## src/rtl/syncram_master_if.sv

```systemverilog
// rtl/syncram_master_if.sv - request/response channel and syncram port interfaces
interface mem_req_if #(
  parameter int ADDR_W = 32
);
  logic              req_valid;
  logic              req_ready;
  logic              req_we;
  logic [1:0]        req_size;
  logic [ADDR_W-1:0] req_addr;
  logic [31:0]       req_wdata;
  logic              rsp_valid;
  logic [31:0]       rsp_rdata;
  logic              rsp_err;

  modport master (
    output req_valid, req_we, req_size, req_addr, req_wdata,
    input  req_ready, rsp_valid, rsp_rdata, rsp_err
  );

  modport slave (
    input  req_valid, req_we, req_size, req_addr, req_wdata,
    output req_ready, rsp_valid, rsp_rdata, rsp_err
  );
endinterface

interface syncram_if #(
  parameter int ADDR_W = 32
);
  logic              cs;
  logic              oe;
  logic              we;
  logic [ADDR_W-1:0] addr;
  logic [31:0]       din;
  logic [31:0]       dout;

  modport master (
    output cs, oe, we, addr, din,
    input  dout
  );

  modport slave (
    input  cs, oe, we, addr, din,
    output dout
  );
endinterface

```

## src/rtl/syncram_master.sv

```systemverilog
// rtl/syncram_master.sv - load/store sequencer for a syncram port with read-modify-write sub-word stores
module syncram_master #(
  parameter int READ_LAT = 1,
  parameter int ADDR_W   = 32
) (
  input  logic      clk,
  input  logic      rst,
  mem_req_if.slave  req,
  syncram_if.master mem
);

  typedef enum logic [1:0] {IDLE, RD, WR, RESP} state_t;

  localparam logic [2:0] CNT_INIT = 3'(READ_LAT - 1);

  state_t      state, state_nxt;
  logic [2:0]  cnt, cnt_nxt;
  logic        we_q;
  logic [1:0]  size_q;
  logic [1:0]  lane_q;
  logic [15:0] wdata_q;

  logic        accept;
  logic        acc_err;
  logic        cs_nxt, oe_nxt, we_nxt;
  logic        rv_nxt, err_nxt;
  logic [31:0] din_nxt, rdata_nxt;

  function automatic logic misaligned(input logic [1:0] sz, input logic [1:0] lo);
    misaligned = (sz == 2'b11) ||
                 (sz == 2'b01 && lo[0]) ||
                 (sz == 2'b10 && lo != 2'b00);
  endfunction

  // Big-endian lanes: byte shift is (3-lo)*8, half shift is 16 when lo[1]=0.
  function automatic logic [31:0] extract(input logic [31:0] w, input logic [1:0] sz,
                                          input logic [1:0] lo);
    logic [4:0] bsh;
    logic [4:0] hsh;
    bsh = {~lo, 3'b000};
    hsh = {~lo[1], 4'b0000};
    case (sz)
      2'b00:   extract = (w >> bsh) & 32'h0000_00FF;
      2'b01:   extract = (w >> hsh) & 32'h0000_FFFF;
      default: extract = w;
    endcase
  endfunction

  function automatic logic [31:0] merge(input logic [31:0] w, input logic [15:0] wd,
                                        input logic [1:0] sz, input logic [1:0] lo);
    logic [4:0] bsh;
    logic [4:0] hsh;
    bsh = {~lo, 3'b000};
    hsh = {~lo[1], 4'b0000};
    case (sz)
      2'b00:   merge = (w & ~(32'h0000_00FF << bsh)) | ({24'h0, wd[7:0]} << bsh);
      2'b01:   merge = (w & ~(32'h0000_FFFF << hsh)) | ({16'h0, wd} << hsh);
      default: merge = w;
    endcase
  endfunction

  assign req.req_ready = (state == IDLE);

  always_comb begin
    state_nxt = state;
    cnt_nxt   = cnt;
    din_nxt   = 32'h0;
    rdata_nxt = 32'h0;
    err_nxt   = 1'b0;
    accept    = (state == IDLE) && req.req_valid;
    acc_err   = misaligned(req.req_size, req.req_addr[1:0]);

    case (state)
      IDLE: begin
        if (req.req_valid) begin
          if (acc_err) begin
            state_nxt = RESP;
            err_nxt   = 1'b1;
          end else if (!req.req_we || req.req_size != 2'b10) begin
            state_nxt = RD;
            cnt_nxt   = CNT_INIT;
          end else begin
            state_nxt = WR;
            din_nxt   = req.req_wdata;
          end
        end
      end
      RD: begin
        // mem.dout is valid on the last strobe cycle; it is consumed directly
        // into the registered write word or response data at that edge.
        if (cnt == 3'd0) begin
          if (we_q) begin
            state_nxt = WR;
            din_nxt   = merge(mem.dout, wdata_q, size_q, lane_q);
          end else begin
            state_nxt = RESP;
            rdata_nxt = extract(mem.dout, size_q, lane_q);
          end
        end else begin
          cnt_nxt = cnt - 3'd1;
        end
      end
      WR:      state_nxt = RESP;
      RESP:    state_nxt = IDLE;
      default: state_nxt = IDLE;
    endcase

    cs_nxt = (state_nxt == RD) || (state_nxt == WR);
    oe_nxt = (state_nxt == RD);
    we_nxt = (state_nxt == WR);
    rv_nxt = (state_nxt == RESP);
  end

  always_ff @(posedge clk) begin
    if (rst) begin
      state         <= IDLE;
      cnt           <= 3'd0;
      we_q          <= 1'b0;
      size_q        <= 2'b00;
      lane_q        <= 2'b00;
      wdata_q       <= 16'h0;
      mem.cs        <= 1'b0;
      mem.oe        <= 1'b0;
      mem.we        <= 1'b0;
      mem.addr      <= '0;
      mem.din       <= 32'h0;
      req.rsp_valid <= 1'b0;
      req.rsp_err   <= 1'b0;
      req.rsp_rdata <= 32'h0;
    end else begin
      state         <= state_nxt;
      cnt           <= cnt_nxt;
      mem.cs        <= cs_nxt;
      mem.oe        <= oe_nxt;
      mem.we        <= we_nxt;
      mem.din       <= din_nxt;
      req.rsp_valid <= rv_nxt;
      req.rsp_err   <= err_nxt;
      req.rsp_rdata <= rdata_nxt;
      if (accept) begin
        we_q     <= req.req_we;
        size_q   <= req.req_size;
        lane_q   <= req.req_addr[1:0];
        wdata_q  <= req.req_wdata[15:0];
        mem.addr <= {req.req_addr[ADDR_W-1:2], 2'b00};
      end
    end
  end

endmodule

```

## src/flat_wrapper.sv

```systemverilog
// flat-port wrapper written by rule: the top's interface ports become plain ports
module syncram_master_flat 
#(
  parameter int READ_LAT = 1,
  parameter int ADDR_W   = 32
)
  (clk, rst, req_req_valid, req_req_we, req_req_size, req_req_addr, req_req_wdata, req_req_ready, req_rsp_valid, req_rsp_rdata, req_rsp_err, mem_cs, mem_oe, mem_we, mem_addr, mem_din, mem_dout);
  mem_req_if #(.ADDR_W(ADDR_W)) req_i ();
  syncram_if #(.ADDR_W(ADDR_W)) mem_i ();
  input  logic clk;
  input  logic rst;
  input wire logic [$bits(req_i.req_valid)-1:0] req_req_valid;
  input wire logic [$bits(req_i.req_we)-1:0] req_req_we;
  input wire logic [$bits(req_i.req_size)-1:0] req_req_size;
  input wire logic [$bits(req_i.req_addr)-1:0] req_req_addr;
  input wire logic [$bits(req_i.req_wdata)-1:0] req_req_wdata;
  output wire logic [$bits(req_i.req_ready)-1:0] req_req_ready;
  output wire logic [$bits(req_i.rsp_valid)-1:0] req_rsp_valid;
  output wire logic [$bits(req_i.rsp_rdata)-1:0] req_rsp_rdata;
  output wire logic [$bits(req_i.rsp_err)-1:0] req_rsp_err;
  output wire logic [$bits(mem_i.cs)-1:0] mem_cs;
  output wire logic [$bits(mem_i.oe)-1:0] mem_oe;
  output wire logic [$bits(mem_i.we)-1:0] mem_we;
  output wire logic [$bits(mem_i.addr)-1:0] mem_addr;
  output wire logic [$bits(mem_i.din)-1:0] mem_din;
  input wire logic [$bits(mem_i.dout)-1:0] mem_dout;
  assign req_i.req_valid = req_req_valid;
  assign req_i.req_we = req_req_we;
  assign req_i.req_size = req_req_size;
  assign req_i.req_addr = req_req_addr;
  assign req_i.req_wdata = req_req_wdata;
  assign req_req_ready = req_i.req_ready;
  assign req_rsp_valid = req_i.rsp_valid;
  assign req_rsp_rdata = req_i.rsp_rdata;
  assign req_rsp_err = req_i.rsp_err;
  assign mem_cs = mem_i.cs;
  assign mem_oe = mem_i.oe;
  assign mem_we = mem_i.we;
  assign mem_addr = mem_i.addr;
  assign mem_din = mem_i.din;
  assign mem_i.dout = mem_dout;
  syncram_master #(.READ_LAT(READ_LAT), .ADDR_W(ADDR_W)) u_core (.clk(clk), .rst(rst), .req(req_i), .mem(mem_i));
endmodule
```

## config.mk

```make
export PLATFORM = sky130hd
export DESIGN_NAME = syncram_master_flat
export DESIGN_NICKNAME = d
export VERILOG_FILES = /design/src/rtl/syncram_master_if.sv /design/src/rtl/syncram_master.sv /design/src/flat_wrapper.sv
export SDC_FILE = /design/constraint.sdc
export NUM_CORES = 1
export LEC_CHECK = 0
export BUFFER_PORTS_ARGS = -buffer_cell sky130_fd_sc_hd__buf_4
export CAP_MARGIN = 10
export CORE_ASPECT_RATIO = 0.8
export CORE_MARGIN = 3
export CORE_UTILIZATION = 30
export DETAILED_ROUTE_END_ITERATION = 12
export PLACE_DENSITY = 0.53
export REMOVE_ABC_BUFFERS = 1
export SETUP_SLACK_MARGIN = 0.5
export SYNTH_ARGS = -nofsm -noshare
export SYNTH_HDL_FRONTEND = slang
export SYNTH_SLANG_ARGS = --single-unit
```

## constraint.sdc

```tcl
create_clock -name clk -period 2.1 [get_ports clk]
set_input_delay 0.42 -clock clk [delete_from_list [all_inputs] [get_ports clk]]
set_output_delay 0.42 -clock clk [all_outputs]
set_load 0.01 [all_outputs]
```

=== Word-level counts from Yosys, hierarchy flattened ===
Index checks and enable logic that the tools add are counted.

* Div/mod/pow operators: 0
* Multipliers: 0
* Reduce and logical (&&, ||, !) cells: 16
* Add/subtract/negate cells: 1
* Mux-type cells: 20
* Bitwise logic cells: 12
* $lt $le $gt $ge: 0
* Shift-type cells: 6
* Equality and inequality tests: 15

{| class="wikitable"
|+ Operators by type and width
! kind !! count
|-
| $pmux W32 S2 || 3
|-
| $mux W32 || 5
|-
| $and A32 B32 Y32 || 2
|-
| $not A32 Y32 || 2
|-
| $or A32 B32 Y32 || 2
|-
| $shl A16 B5 Y32 || 1
|-
| $shl A16 B5 Y32 const A || 1
|-
| $shl A8 B5 Y32 || 1
|-
| $shl A8 B5 Y32 const A || 1
|-
| $shr A32 B5 Y16 || 1
|-
| $shr A32 B5 Y8 || 1
|-
| $eq A2 B2 Y1 const B || 6
|-
| $mux W3 || 4
|-
| $eq A2 B1 Y1 const B || 4
|-
| $mux W2 || 4
|-
| $ne A2 B2 Y1 const B || 4
|-
| $pmux W2 S4 || 1
|-
| $pmux W3 S2 || 1
|-
| $not A1 Y1 || 5
|-
| $reduce_and A5 Y1 || 1
|-
| $logic_not A2 Y1 || 2
|-
| $logic_or A1 B1 Y1 || 4
|-
| $reduce_bool A2 Y1 || 2
|-
| $reduce_or A4 Y1 || 1
|-
| other kinds (8) || 11
|}

* Memories kept: 0
* Latch bits: 0
* Memory bits (writable): 0
* Flip-flop bits (word level): 125
* Logic and storage cells: 84
* Bits in read-only memories: 0
* Output and inout bits: 102
* Bits of input ports: 102

=== Logic depth before layout (Yosys ltp) ===
* Depth after elaboration: 9
* Mapped depth: 8
* Gate-level depth less buffers: 8

=== Worst setup path before layout ===
Ideal clock, no wire load.

* Path type: input port to flip-flop
* Start: in req_req_addr[1]
* End: reg u_core.mem.cs
* Required time: 1.972 ns
* Slack: 0.300 ns
* Library setup time: 0.128 ns
* Path buffers: 0
* Arrival: 1.673 ns
* Cell stages on the path: 6
* Cells stage by stage: or3_1 o21ai_0 o221a_2 inv_1 ha_1 nor2_1

* Longest elaborated chain between the ends: 8
* Elaborated cells between the ends (all ways): 9
* Classes of those cells: eq/ne (2); mux (3); reduce/logical (4)

{| class="wikitable"
|+ RTL lines
! element !! RTL line !! source
|-
| start: declaration || flat_wrapper.sv:15 || <nowiki>input wire logic [$bits(req_i.req_addr)-1:0] req_req_addr;</nowiki>
|-
| $reduce_bool A2 Y1 * || syncram_master.sv:32 || <nowiki>(sz == 2'b10 && lo != 2'b00);</nowiki>
|-
| $logic_and A1 B1 Y1 * || syncram_master.sv:32 ||
|-
| $logic_or A1 B1 Y1 * || syncram_master.sv:31 || <nowiki>(sz == 2'b01 && lo[0]) ||</nowiki>
|-
| $mux W2 * || syncram_master.sv:76 || <nowiki>if (acc_err) begin</nowiki>
|-
| $mux W2 * || syncram_master.sv:75 || <nowiki>if (req.req_valid) begin</nowiki>
|-
| $pmux W2 S4 * || syncram_master.sv:73 || <nowiki>case (state)</nowiki>
|-
| named net u_core.state_nxt[1] || syncram_master.sv:16 || <nowiki>state_t state, state_nxt;</nowiki>
|-
| $eq A2 B1 Y1 / $eq A2 B2 Y1 (equally long branches) || syncram_master.sv:108 || <nowiki>cs_nxt = (state_nxt == RD) || (state_nxt == WR);</nowiki>
|-
| $logic_or A1 B1 Y1 * || syncram_master.sv:108 ||
|-
| end signal: assignment || syncram_master.sv:133 || <nowiki>mem.cs <= cs_nxt;</nowiki>
|-
| end: declaration || syncram_master_if.sv:37 || <nowiki>output cs, oe, we, addr, din,</nowiki>
|}

Mark *: on every way through the listed nets, which the timed path passes. The rest lies on a longest branch.
A chain may end at the register's enable or synchronous reset.

=== Worst setup path in the final report ===
* Start: reg u_core.state[1]
* End: reg u_core.mem.din[31]

* Longest elaborated chain between the ends: 2
* Elaborated cells between the ends (all ways): 3
* Classes of those cells: eq/ne (1); mux (1); reduce/logical (1)

{| class="wikitable"
|+ RTL lines
! element !! RTL line !! source
|-
| start: declaration || syncram_master.sv:16 ||
|-
| start signal: assignment || syncram_master.sv:131 || <nowiki>state <= state_nxt;</nowiki>
|-
| $eq A2 B1 Y1 / $logic_not A2 Y1 (equally long branches) || syncram_master.sv:73 ||
|-
| $pmux W32 S2 * || syncram_master.sv:73 ||
|-
| end signal: assignment || syncram_master.sv:136 || <nowiki>mem.din <= din_nxt;</nowiki>
|-
| end: declaration || syncram_master_if.sv:37 ||
|}

Every way passes the cells marked *; elsewhere a longest branch is shown, timed or not.

==> impl_metrics.csv <==
group,metric,value,unit
worst_setup_path,r2r-end,"u_core.mem.din[31]",
sta,clock.fmax,621,MHz
clocking,clock_latency,420,ps
worst_setup_path,endpoint_kind,"register",
yosys,synth.area.top_cells,"dfxtp_1 (46%), nand2_1 (9.5%), a21oi_1 (7.2%)",
pwr,clockPowerShare,43.4,%
pwr,p_sw,2.06,mW
pwr,powerDensity,866,mW/mm2
sta,fin_crit_sh,76.6,%
yosys,syn_area,0.00542,mm2
clocking,cts_tree,"done",
final_layout,final_nets,976,
floorplanning,num_io_pins,204,
final_layout,antenna_cells,0,
placement,numPortBuffers,201,
yosys,yosysWarnings,0,
placement,dp_slack,106,ps
worst_setup_path,regToRegSetupSlack,490,ps
yosys,ys_types,58,
yosys,synth-seq-cells,125,
yosys,synth_edf_count,0,
sta,slew_viol_final,0,
clocking,cts_hold_buf,0,
clocking,numClockSinks,125,
sta,worst_slew_pin_slew,680,ps
sta,rsz0062_at_grt,"yes",
detailed_routing,vias_per_cell,5.17,
detailed_routing,antenna_left,0,
min_path,whs_path_depth,3,
floorplanning,die_y,126,um
yosys,netlist_instances,657,
pwr,internal_power,5.02,mW
detailed_routing,wl_per_cell,18.6,um
pwr,vdd_drop_max,0.497,mV
sta,finClkSkew,7.46,ps
worst_setup_path,crit_type,"register to register",
worst_setup_path,worst_ep_required_time,2440,ps
detailed_routing,first_iter_violations,535,
global_routing,grt_max_degree,62,
clocking,cts_buffer_depth,2,
clocking,root_buffer,"clkbuf_16",
floorplanning,num_rows,43,
global_routing,track_usage,20.1,%
global_routing,antenna_found_initial,0,
sta,hold_violations,0,
min_path,hold_path_class,"input pin to register",
pwr,comb_power_share,19.8,%
worst_setup_path,worstSetupStartpoint,"u_core.state[1]",
final_layout,multiInputGateArea,0.00277,mm2
min_path,hold_start,"req_req_wdata[26]",
sta,fin_ws,490,ps
floorplanning,die_width,156,um
worst_setup_path,reg2regPathDepth,6,
clocking,cts_buffers,17,
yosys,synth-main-ff-cell,"dfxtp_1",
detailed_routing,wirelength,20600,um
sta,slew_headroom,54.7,%
placement,gp_congestion,0.885,
worst_setup_path,critPathMaxFanout,7,
yosys,synth_area_per_cell,8.26,um2
flow_run,drv_cap,0,
sta,finalCriticalPeriod,1610,ps
pwr,seq_power_share,36.9,%
sta,finalSetupTns,0,ps
outcome,status,"finished clean",
floorplanning,start_util,30.9,%
worst_setup_path,crit_arrival,1950,ps
worst_setup_path,startpoint_type,"register",
final_layout,drive_gt1_share,38.2,%
pwr,swShare,29.1,%
detailed_routing,firstDrtPassIters,5,
worst_setup_path,worstReg2RegStart,"u_core.state[1]",
global_routing,grt_pass1_wl,31100,um
global_routing,first_global_vias,5669,
yosys,yosys.area.top_type,"dfxtp_1",
global_routing,grt_remaining_overflow,0,
detailed_routing,drc,0,
yosys,async_reset_ff_share,0,%
pwr,p_leak,3.62,nW
yosys,synth_seq_area_share,46.1,%
detailed_routing,vias,5727,
sta,setup_viol,0,
final_layout,seq_area,0.00252,mm2
clocking,path_clk_slew,60,ps
clocking,htree_levels,4,
min_path,min_to,"u_core.mem.din[26]",
final_layout,areaGrowthSynthToFinish,50.8,%
yosys,synth_top_area_share,46.1,%
floorplanning,die-area,0.0197,mm2
placement,dpl.hpwl,14300,um
final_layout,fillers,1711,
floorplanning,core,0.0175,mm2
cells by family (layout without fill, tap and decap cells):
logic type / count (synthesis) / in the layout / share of synthesized area [%]
AO/OA/AOI/OAI: 184 / 184 / 21.3
XOR/XNOR: 2 / 2 / 0.323
adder cells (fa/ha/maj): 5 / 5 / 1.15
buffers and inverters: 63 / 287 / 5.56
flip-flops: 125 / 125 / 46.1
multiplexers: 17 / 17 / 3.32
other: 1 / 2 / 0.0691
AND/OR/NAND/NOR: 260 / 260 / 22.1
power by group through the flow:
stage	sequential (mW)	clock (mW)	combinational, mW
detailed placement	2.65	0	1.33
finish	2.61	3.07	1.40
global placement	2.65	0	1.31
floorplan	2.70	0	0.568
CTS	2.61	3.12	1.35
global route	2.63	3.21	1.53
placed cells by master (no fill, tap or decap), types with 3 or more instances in the layout:
cell type and instances:
o221ai_1 3, nand2_4 5, o21ai_1 8, bufinv_16 3
mux2i_1 9, nand2_1 127, nand2b_1 6, nor2b_1 8
buf_12 3, a22o_1 17, buf_4 233, nor2_1 28
buf_6 6, o21ai_0 16, clkbuf_16 19, nor4_1 6
o21ai_2 9, nor3_1 8, dfxtp_4 4, clkinvlp_4 4
nand2_2 6, inv_6 5, nand3b_1 5, a21oi_1 78
dfxtp_1 119, a22oi_1 16, ha_1 4, o2111ai_1 3
mux2_2 8, a21o_1 12, nand3_1 23, inv_1 7
and3_1 15
cell usage after synthesis, types with 12 or more instances:
library cell,instances
nand2_1,137
dfxtp_1,125
a21oi_1,78
nor2_1,30
o21ai_0,29
clkbuf_1,25
nand3_1,23
buf_2,19
a22o_1,17
a22oi_1,16
and3_1,15
a21o_1,12
stage by stage:
stage	cell area, um2	total power [mW]	hold WS (ps)	cells	utilization, %
2_1_floorplan	5160	3.27	425	604	-
3_3_place_gp	7250	3.96	444	1065	41.3
3_5_place_dp	7250	3.98	448	1065	41.3
4_1_cts	7920	7.07	180	1098	45.1
5_1_grt	8180	7.37	188	1107	46.6
6_report	8180	7.08	192	1107	46.6
worst max-delay path, cell delays in order (launching register included):
cell and delay, ps:
dfxtp_4 370, or3b_4 430, nor4b_4 270, buf_6 190, clkbuf_16 180, nand2_4 50
o31ai_2 50
layer usage:
layer,track usage [%],part of all wire (%)
met4,6.74,2.1
met3,7.32,11
met1,25.6,42
met2,31.7,45
met5,0,0
what timing repair did:
item	in CTS	in global routing
endpoints found under the setup margin	51	38
pin swaps	2	6
gates resized for setup	20	53
cloned	0	3
buffers inserted	1	6
flip-flops by register name (all words and copies together), names as in the netlist, 2 cells and up:
signal,flops
u_core.wdata_q,16
u_core.mem.din,32
u_core.mem.addr,30
u_core.size_q,2
u_core.req.rsp_rdata,32
u_core.lane_q,2
u_core.cnt,3
u_core.state,2
final cells by class:
class | count | area share (%)
timing repair buffer | 246 | 23.9
multi-input combinational | 470 | 33.9
inverter | 9 | 0.413
clock buffer | 17 | 5.20
sequential | 125 | 30.8
clock inverter | 15 | 2.28
tap | 225 | 3.44
worst max-delay path by stage:
stage               cells past startpoint  slack (ps)              endpoint
detailed placement                      7         110  u_core.req.rsp_valid
floorplan                               3        -540    u_core.mem.din[29]
finish                                  6         490    u_core.mem.din[31]
global route                            6         450    u_core.mem.din[31]
CTS                                     5         430     u_core.mem.din[9]
global placement                        7         180         u_core.mem.cs
(Power assumes the default switching activity.)
